**src/rtl/req_issuer.sv**
```systemverilog
// Request issuer: turns start events into registered request pulses and tracks outstanding credits.
// Optional deadline timer in WAIT is built only when REQ_ISSUER_DEADLINE_EN is defined.
module req_issuer #(
    parameter int MAX_OUT  = 3,
    parameter int DEADLINE = 8,
    parameter int CNT_W    = 3
) (
    input  logic             clk,
    input  logic             rst_n,
    input  logic             start,
    input  logic             controllable_ack,
    input  logic             response,
    output logic             req,
    output logic             _rt_get,
    output logic [CNT_W-1:0] outstanding,
    output logic             busy,
    output logic             error
);

    typedef enum logic [1:0] {
        IDLE  = 2'd0,
        ISSUE = 2'd1,
        WAIT  = 2'd2,
        ERR   = 2'd3
    } state_t;

    localparam logic [CNT_W-1:0] MAX_C = CNT_W'(MAX_OUT);

    if (MAX_OUT < 1 || MAX_OUT > (2 ** CNT_W) - 1 || DEADLINE < 1) begin : g_bad_cfg
        $error("req_issuer: illegal MAX_OUT/DEADLINE/CNT_W combination");
    end

    state_t           state_q, state_d;
    logic [CNT_W-1:0] out_q, out_d;
    logic             req_q, req_d;
    logic             busy_q, busy_d;
    logic             err_q, err_d;
    logic             underflow_s;
    logic [CNT_W-1:0] out_ret_s;

`ifdef REQ_ISSUER_DEADLINE_EN
    // Timer is widened when needed so it can actually hold the DEADLINE value.
    localparam int TMR_W = ($clog2(DEADLINE + 1) > CNT_W) ? $clog2(DEADLINE + 1) : CNT_W;
    localparam logic [TMR_W-1:0] DL_C = TMR_W'(DEADLINE);
    logic [TMR_W-1:0] timer_q, timer_d;
`endif

    // Next-state, credit and timer computation
    always_comb begin
        state_d     = state_q;
        out_d       = out_q;
        underflow_s = response && (out_q == {CNT_W{1'b0}});
        out_ret_s   = response ? (out_q - CNT_W'(1)) : out_q;
`ifdef REQ_ISSUER_DEADLINE_EN
        timer_d     = timer_q;
`endif
        case (state_q)
            IDLE: begin
                if (underflow_s) begin
                    state_d = ERR;
                end else begin
                    out_d   = out_ret_s;
                    state_d = start ? ISSUE : IDLE;
                end
            end
            ISSUE: begin
                if (underflow_s) begin
                    state_d = ERR;
                end else if (controllable_ack && (out_ret_s == MAX_C)) begin
                    state_d = ERR;
                end else if (controllable_ack) begin
                    out_d   = out_ret_s + CNT_W'(1);
                    state_d = WAIT;
`ifdef REQ_ISSUER_DEADLINE_EN
                    timer_d = {TMR_W{1'b0}};
`endif
                end else begin
                    out_d   = out_ret_s;
                    state_d = ISSUE;
                end
            end
            WAIT: begin
                if (underflow_s) begin
                    state_d = ERR;
`ifdef REQ_ISSUER_DEADLINE_EN
                end else if (!response && (timer_q == DL_C) && (out_q != {CNT_W{1'b0}})) begin
                    state_d = ERR;
`endif
                end else begin
                    out_d = out_ret_s;
`ifdef REQ_ISSUER_DEADLINE_EN
                    if (response) begin
                        timer_d = {TMR_W{1'b0}};
                    end else if (timer_q != DL_C) begin
                        timer_d = timer_q + TMR_W'(1);
                    end else begin
                        timer_d = timer_q;
                    end
`endif
                    if (out_ret_s == {CNT_W{1'b0}}) begin
                        state_d = IDLE;
                    end else if (start) begin
                        state_d = ISSUE;
                    end else begin
                        state_d = WAIT;
                    end
                end
            end
            ERR: begin
                state_d = ERR;
            end
            default: begin
                state_d = ERR;
            end
        endcase
        req_d  = (state_d == ISSUE);
        busy_d = (state_d == ISSUE) || (state_d == WAIT);
        err_d  = (state_d == ERR);
    end

    // State, credit counter and registered outputs
    always_ff @(posedge clk or negedge rst_n) begin
        if (!rst_n) begin
            state_q <= IDLE;
            out_q   <= {CNT_W{1'b0}};
            req_q   <= 1'b0;
            busy_q  <= 1'b0;
            err_q   <= 1'b0;
`ifdef REQ_ISSUER_DEADLINE_EN
            timer_q <= {TMR_W{1'b0}};
`endif
        end else begin
            state_q <= state_d;
            out_q   <= out_d;
            req_q   <= req_d;
            busy_q  <= busy_d;
            err_q   <= err_d;
`ifdef REQ_ISSUER_DEADLINE_EN
            timer_q <= timer_d;
`endif
        end
    end

    assign req         = req_q;
    assign _rt_get     = req_q;
    assign outstanding = out_q;
    assign busy        = busy_q;
    assign error       = err_q;

endmodule

```
**config.mk**
```make
export PLATFORM = sky130hd
export DESIGN_NAME = req_issuer
export DESIGN_NICKNAME = d
export VERILOG_FILES = /design/src/rtl/req_issuer.sv
export SDC_FILE = /design/constraint.sdc
export NUM_CORES = 1
export LEC_CHECK = 0
export CAP_MARGIN = 20
export CORE_MARGIN = 1.5
export CORE_UTILIZATION = 43
export DETAILED_ROUTE_END_ITERATION = 10
export PLACE_DENSITY_LB_ADDON = 0.1
export REMOVE_ABC_BUFFERS = 1
export SLEW_MARGIN = 20
export SYNTH_ARGS = -nofsm -noshare
export SYNTH_HDL_FRONTEND = slang
export SYNTH_SLANG_ARGS = --single-unit
```
**constraint.sdc**
```tcl
create_clock -name clk -period 1.95 [get_ports clk]
set_input_delay 0.39 -clock clk [delete_from_list [all_inputs] [get_ports clk]]
set_output_delay 0.39 -clock clk [all_outputs]
set_load 0.01 [all_outputs]
```
# After elaboration in Yosys (flattened, before gate mapping)
# Index checks and enable logic that the tools add are counted.
[classes]
n_addsub = 2
eq_ne = 10
muxes = 15
reduce_logical = 9
[op_table]
columns = ["op", "n"]
rows = [
  ["$mux 3", 5],
  ["$mux 2", 7],
  ["$eq 2x2->1 const B", 4],
  ["$pmux 2 s4", 1],
  ["$logic_not 3->1", 2],
  ["$ne 2x2->1 const B", 3],
  ["$pmux 3 s2", 1],
  ["$eq 2x1->1 const B", 2],
  ["$reduce_and 4->1", 1],
  ["$add 3x1->3 const B", 1],
  ["$eq 3x2->1 const B", 1],
  ["$sub 3x1->3 const B", 1],
  ["$logic_and 1x1->1", 2],
  ["$logic_not 2->1", 1],
  ["$reduce_bool 2->1", 1],
  ["$reduce_or 2->1", 1],
  ["$logic_or 1x1->1", 1],
  ["$mux 1", 1],
]
[word_totals]
reg_bits = 8
inputBits = 5
output_inout_bits = 7

# Depth between registers and ports, before layout
[logic_depth]
word_depth = 9
ltp_mapped = 11

# Worst setup path after synthesis
# Ideal clock, no wire load.
[synth_path]
kind = "register to register"
from = "register out_q[0] (netlist: outstanding[0])"
to = "register busy_q (netlist: busy)"
arrival_ns = 2.134
path_stages_with_launch = 12
n_path_buf = 0
period_less_slack_ns = 2.247
required_time_ns = 1.837
setup_slack_ns = -0.297
path_cell_list = "dfrtp_1 > inv_1 > ha_1 > nand2b_1 > nand2_1 > ha_1 > ha_1 > nor3b_1 > a21oi_1 > o22a_1 > ha_1 > inv_1"
[synth_between]
elab_chain_len = 9
[synth_lines]
columns = ["item", "line_no", "source"]
rows = [
  ["from (decl)", "34", "logic [CNT_W-1:0] out_q, out_d;"],
  ["from (signal assigned)", "125", "out_q <= {CNT_W{1'b0}};"],
  ["from (signal assigned)", "134", "out_q <= out_d;"],
  ["$sub 3x1->3", "53", "out_ret_s = response ? (out_q - CNT_W'(1)) : out_q;"],
  ["$mux 3", "53", ""],
  ["$eq 3x2->1", "69", "end else if (controllable_ack && (out_ret_s == MAX_C)) begin"],
  ["$logic_and 1x1->1", "69", ""],
  ["$mux 2", "69", ""],
  ["$mux 2", "67", "if (underflow_s) begin"],
  ["$pmux 2 s4 (*)", "57", "case (state_q)"],
  ["via state_d[0]", "33", "state_t state_q, state_d;"],
  ["$eq 2x1->1 / $eq 2x2->1 (equally long branches)", "117", "busy_d = (state_d == ISSUE) || (state_d == WAIT);"],
  ["$logic_or 1x1->1 (*)", "117", ""],
  ["via busy_d", "36", "logic busy_q, busy_d;"],
  ["to (signal assigned)", "136", "busy_q <= busy_d;"],
  ["to (decl)", "36", ""],
]
# The timed path passes the listed nets; every way through them passes the cells marked *.
# A chain may end at the register's enable or synchronous reset.

# Worst setup path after layout
# Ends and elaborated chain as after synthesis.

==> impl_results.md <==
* Count of port buffers added during placement at 11
* Die footprint at 1550 um2
* Worst Clk Skew at 0.000587 ns
* Chip Height at 39.4 um
* Initial core utilization at 0.487
* Cell Count Post-Placement at 85
* Total number of yosys warnings at 0
* Fin crit share at 1.09
* Arrival time at the worst endpoint at 2.26 ns
* CTS HTree Levels at 1
* CTS tree: done
* Wire length of the first global-routing pass at 1.75 mm
* Clock insertion delay at the later pin of the skew report at 0.25 ns
* Proportion of netlist area held by the largest area contributor at 0.351
* Pin count of the biggest net entering global routing at 16
* Peak per-stage delay on the critical path at 0.37 ns
* Number of synthesized register bits at 8
* Transition time at the pin with the least slew margin at 0.409 ns
* Setup crit end kind: flop
* Most frequent CP cell: sky130_fd_sc_hd__ha_4
* Horiz. Die Dim at 39.4 um
* Part of the total power dissipated in the clock network at 0.089
* Buffer type at the clock tree root: sky130_fd_sc_hd__clkbuf_4
* Routed via count at 486
* GP Congestion at 0.755
* Antenna cells at 0
* Post-synth cell types at 32
* DRC at 0
* Final hold viol count at 0
* Proportion of power drawn by flip-flops and latches at 0.218
* CP Data Required Time at 2.10 ns
* Clock tree sinks at 8
* # Max-Cap Violations at 0
* Internal at 878 uW
* Share of synthesized area occupied by flip-flops and latches at 0.351
* Worst setup timing slack at the placement stage at -0.583 ns
* Maximum clock frequency at 0.472 GHz
* Sum of routed wire length over all layers at 1.38 mm
* Global routing usage summed across all routing layers at 0.174
* Minimum setup slack in the final design at -0.167 ns
* Number of I/O pins at 12
* Total congestion overflow at 0
* HPWL after detailed placement at 843 um
* Clock transition at the registers of the reported paths at 0.05 ns
* Hold WC Path Type: in -> async
* Violations in the final reports: setup timing
* Sum of internal, switching and leakage power at 1420 uW
* Pwr dens at 1640 nW/um2
* Growth of design area from synthesis to finish at 51.5%
* Initial antenna violation count at 0
* Vias in the first global route at 427
* Slowest CP cell: sky130_fd_sc_hd__dfrtp_1
* CTS max path bufs at 2
* Switching share of power at 0.382
* Final net count at 91
* Num rows at 12
* Share of post-route cells with drive strength above 1 at 0.410
* Post-synthesis cell type with the largest combined area: sky130_fd_sc_hd__dfrtp_1
* Detailed-router iteration count before antenna repair at 4
* DRC violation total after the first TritonRoute iteration at 3
* Tmin final at 2.12 ns
* Number of pins exceeding their max-slew limit in the final report at 0
* Type of the worst setup path: reg -> reg
* Final Setup Violations at 6
* Average cell area after synthesis at 10.4 um2
* Cells after synthesis at 55
* Number of standard cells in the layout, taps in and fillers out at 92
* Worst setup SP type: flop
* Clock buffers created by TritonCTS at 3
* Largest fanout on the critical path at 3
* Mean routed wirelength per cell at 15.0 um
* Leakage power at 0.000378 uW
* Core Region at 1170 um2
* Area contributors post-synth: sky130_fd_sc_hd__dfrtp_1 35%, sky130_fd_sc_hd__ha_1 13%, sky130_fd_sc_hd__a21bo_2 3.5%, sky130_fd_sc_hd__a221oi_1 3.1%, sky130_fd_sc_hd__and3b_1 3.1%
* DRT antenna net count at 0
* Number of vias per cell at 5.28
* Ordered cell list for the critical path: inv_2, ha_4, nand2b_4, nand2_4, ha_4, ha_4, nor3b_2, a21oi_1, o22a_1, ha_1, inv_1
* Net load switching power at 542 uW
* Comb power frac at 0.694
* Worst relative slew slack at 0.727
* Setup repair after global routing missed its margin: true
* Highest ir drop seen on vdd at 1160 uV
* Summed instance area of the synthesized netlist at 571 um2
* Status: complete, but fails checks
critical path, delay by kind of cell (launching register included):
| family | cells | cell delay [ns] |
|---|---|---|
| adder cells (fa/ha/maj) | 4 | 0.88 |
| flip-flops | 1 | 0.37 |
| AO/OA/AOI/OAI | 2 | 0.33 |
| AND/OR/NAND/NOR | 3 | 0.32 |
| buffers and inverters | 2 | 0.11 |
final timing paths:
path,cells after the start,endpoint,start,slack [ns]
worst min-delay path,1,outstanding[1],rst_n,0.41
worst min register to register,2,outstanding[1],outstanding[1],0.69
min in group clk,2,outstanding[1],outstanding[1],0.69
max in group asynchronous,1,state_q[0],rst_n,1.29
worst max-delay path,11,busy,outstanding[0],-0.17
worst max register to register,11,busy,outstanding[0],-0.17
layout make-up:
cell class                      instances  area [um2]
Clock buffer                            3        22.5
Timing Repair Buffer                   24         206
Fill cell                              84         307
Sequential cell                         8         200
Multi-Input combinational cell         40         407
Inverter                                3        11.3
Tap cell                               14        17.5
Yosys cell counts:
| cell | count |
|---|---|
| sky130_fd_sc_hd__nor3b_1 | 1 |
| sky130_fd_sc_hd__nand3b_1 | 2 |
| sky130_fd_sc_hd__and2_1 | 1 |
| sky130_fd_sc_hd__dfrtp_1 | 8 |
| sky130_fd_sc_hd__and3_1 | 1 |
| sky130_fd_sc_hd__a41oi_1 | 1 |
| sky130_fd_sc_hd__xnor2_1 | 2 |
| sky130_fd_sc_hd__o22a_1 | 1 |
| sky130_fd_sc_hd__nand3_1 | 1 |
| sky130_fd_sc_hd__a221oi_1 | 2 |
| sky130_fd_sc_hd__a31oi_1 | 1 |
| sky130_fd_sc_hd__nand2b_1 | 2 |
| sky130_fd_sc_hd__inv_1 | 3 |
| sky130_fd_sc_hd__a211oi_1 | 1 |
| sky130_fd_sc_hd__a32o_1 | 1 |
| sky130_fd_sc_hd__and3b_1 | 2 |
| sky130_fd_sc_hd__or3b_1 | 1 |
| sky130_fd_sc_hd__nand2_1 | 2 |
| sky130_fd_sc_hd__ha_1 | 6 |
| sky130_fd_sc_hd__a221o_2 | 1 |
| sky130_fd_sc_hd__a21oi_1 | 2 |
| sky130_fd_sc_hd__buf_6 | 1 |
| sky130_fd_sc_hd__a21bo_2 | 2 |
| sky130_fd_sc_hd__buf_2 | 1 |
| sky130_fd_sc_hd__mux2_2 | 1 |
| sky130_fd_sc_hd__nor2b_1 | 1 |
| sky130_fd_sc_hd__clkbuf_2 | 1 |
| sky130_fd_sc_hd__xor2_1 | 1 |
| sky130_fd_sc_hd__a21o_1 | 2 |
| sky130_fd_sc_hd__nor2_1 | 1 |
| sky130_fd_sc_hd__nor4_1 | 1 |
| sky130_fd_sc_hd__buf_4 | 1 |
cells in the final DEF, fill, tap and decap left out, types with 2 or more instances in the layout:
cell type / instances
sky130_fd_sc_hd__buf_4: 13
sky130_fd_sc_hd__clkdlybuf4s50_1: 10
sky130_fd_sc_hd__dfrtp_1: 8
sky130_fd_sc_hd__ha_4: 4
sky130_fd_sc_hd__clkbuf_4: 3
sky130_fd_sc_hd__a21bo_2: 2
sky130_fd_sc_hd__nand3b_1: 2
sky130_fd_sc_hd__inv_2: 2
sky130_fd_sc_hd__and3b_1: 2
sky130_fd_sc_hd__a21oi_1: 2
sky130_fd_sc_hd__xnor2_1: 2
sky130_fd_sc_hd__a21o_1: 2
sky130_fd_sc_hd__a221oi_1: 2
metrics by stage:
stage	TNS [ns]	util	hold WS (ns)	cell area, um2
2_1_floorplan	-1.10	-	0.0944	542
3_3_place_gp	-3.07	0.629	0.630	737
3_5_place_dp	-3.23	0.629	0.629	737
4_1_cts	-0.303	0.714	0.420	836
5_1_grt	-0.957	0.738	0.426	865
6_report	-0.548	0.738	0.411	865
registers in the layout (all words and copies together), names as in the netlist:
| signal | flops |
|---|---|
| outstanding | 3 |
| state_q | 2 |
| _rt_get | 1 |
| busy | 1 |
| error | 1 |
logic make-up (layout without fill, tap and decap cells):
family	count (synthesis)	after routing	synth area share
AND/OR/NAND/NOR	16	16	0.180
AO/OA/AOI/OAI	14	14	0.202
flip-flops	8	8	0.351
buffers and inverters	7	30	0.0702
adder cells (fa/ha/maj)	6	6	0.132
XOR/XNOR	3	3	0.0461
multiplexers	1	1	0.0197
per-layer routing:
metal | GRT usage | vias up | part of all wire
met2 | 0.283 | 3 | 0.56
met3 | 0.0341 | 0 | 0.0058
met5 | 0 | - | 0
met4 | 0.0517 | 0 | 0
met1 | 0.230 | 233 | 0.43
li1 | - | 250 | -
power groups by stage:
stage / clock network (uW) / logic (uW) / registers [uW]
after floorplan: 0 / 379 / 340
after global placement: 0 / 733 / 300
after detailed placement: 0 / 739 / 301
after CTS: 122 / 898 / 300
after global routing: 137 / 1070 / 317
final: 126 / 985 / 309
timing repair:
item | CTS | global route
pin swaps | 7 | 5
gates resized for setup | 13 | 4
setup buffers | 2 | 2
hold buffers | 0 | 0
endpoints found under the setup margin | 7 | 6
No activity file was read; power rests on OpenSTA's default activity.
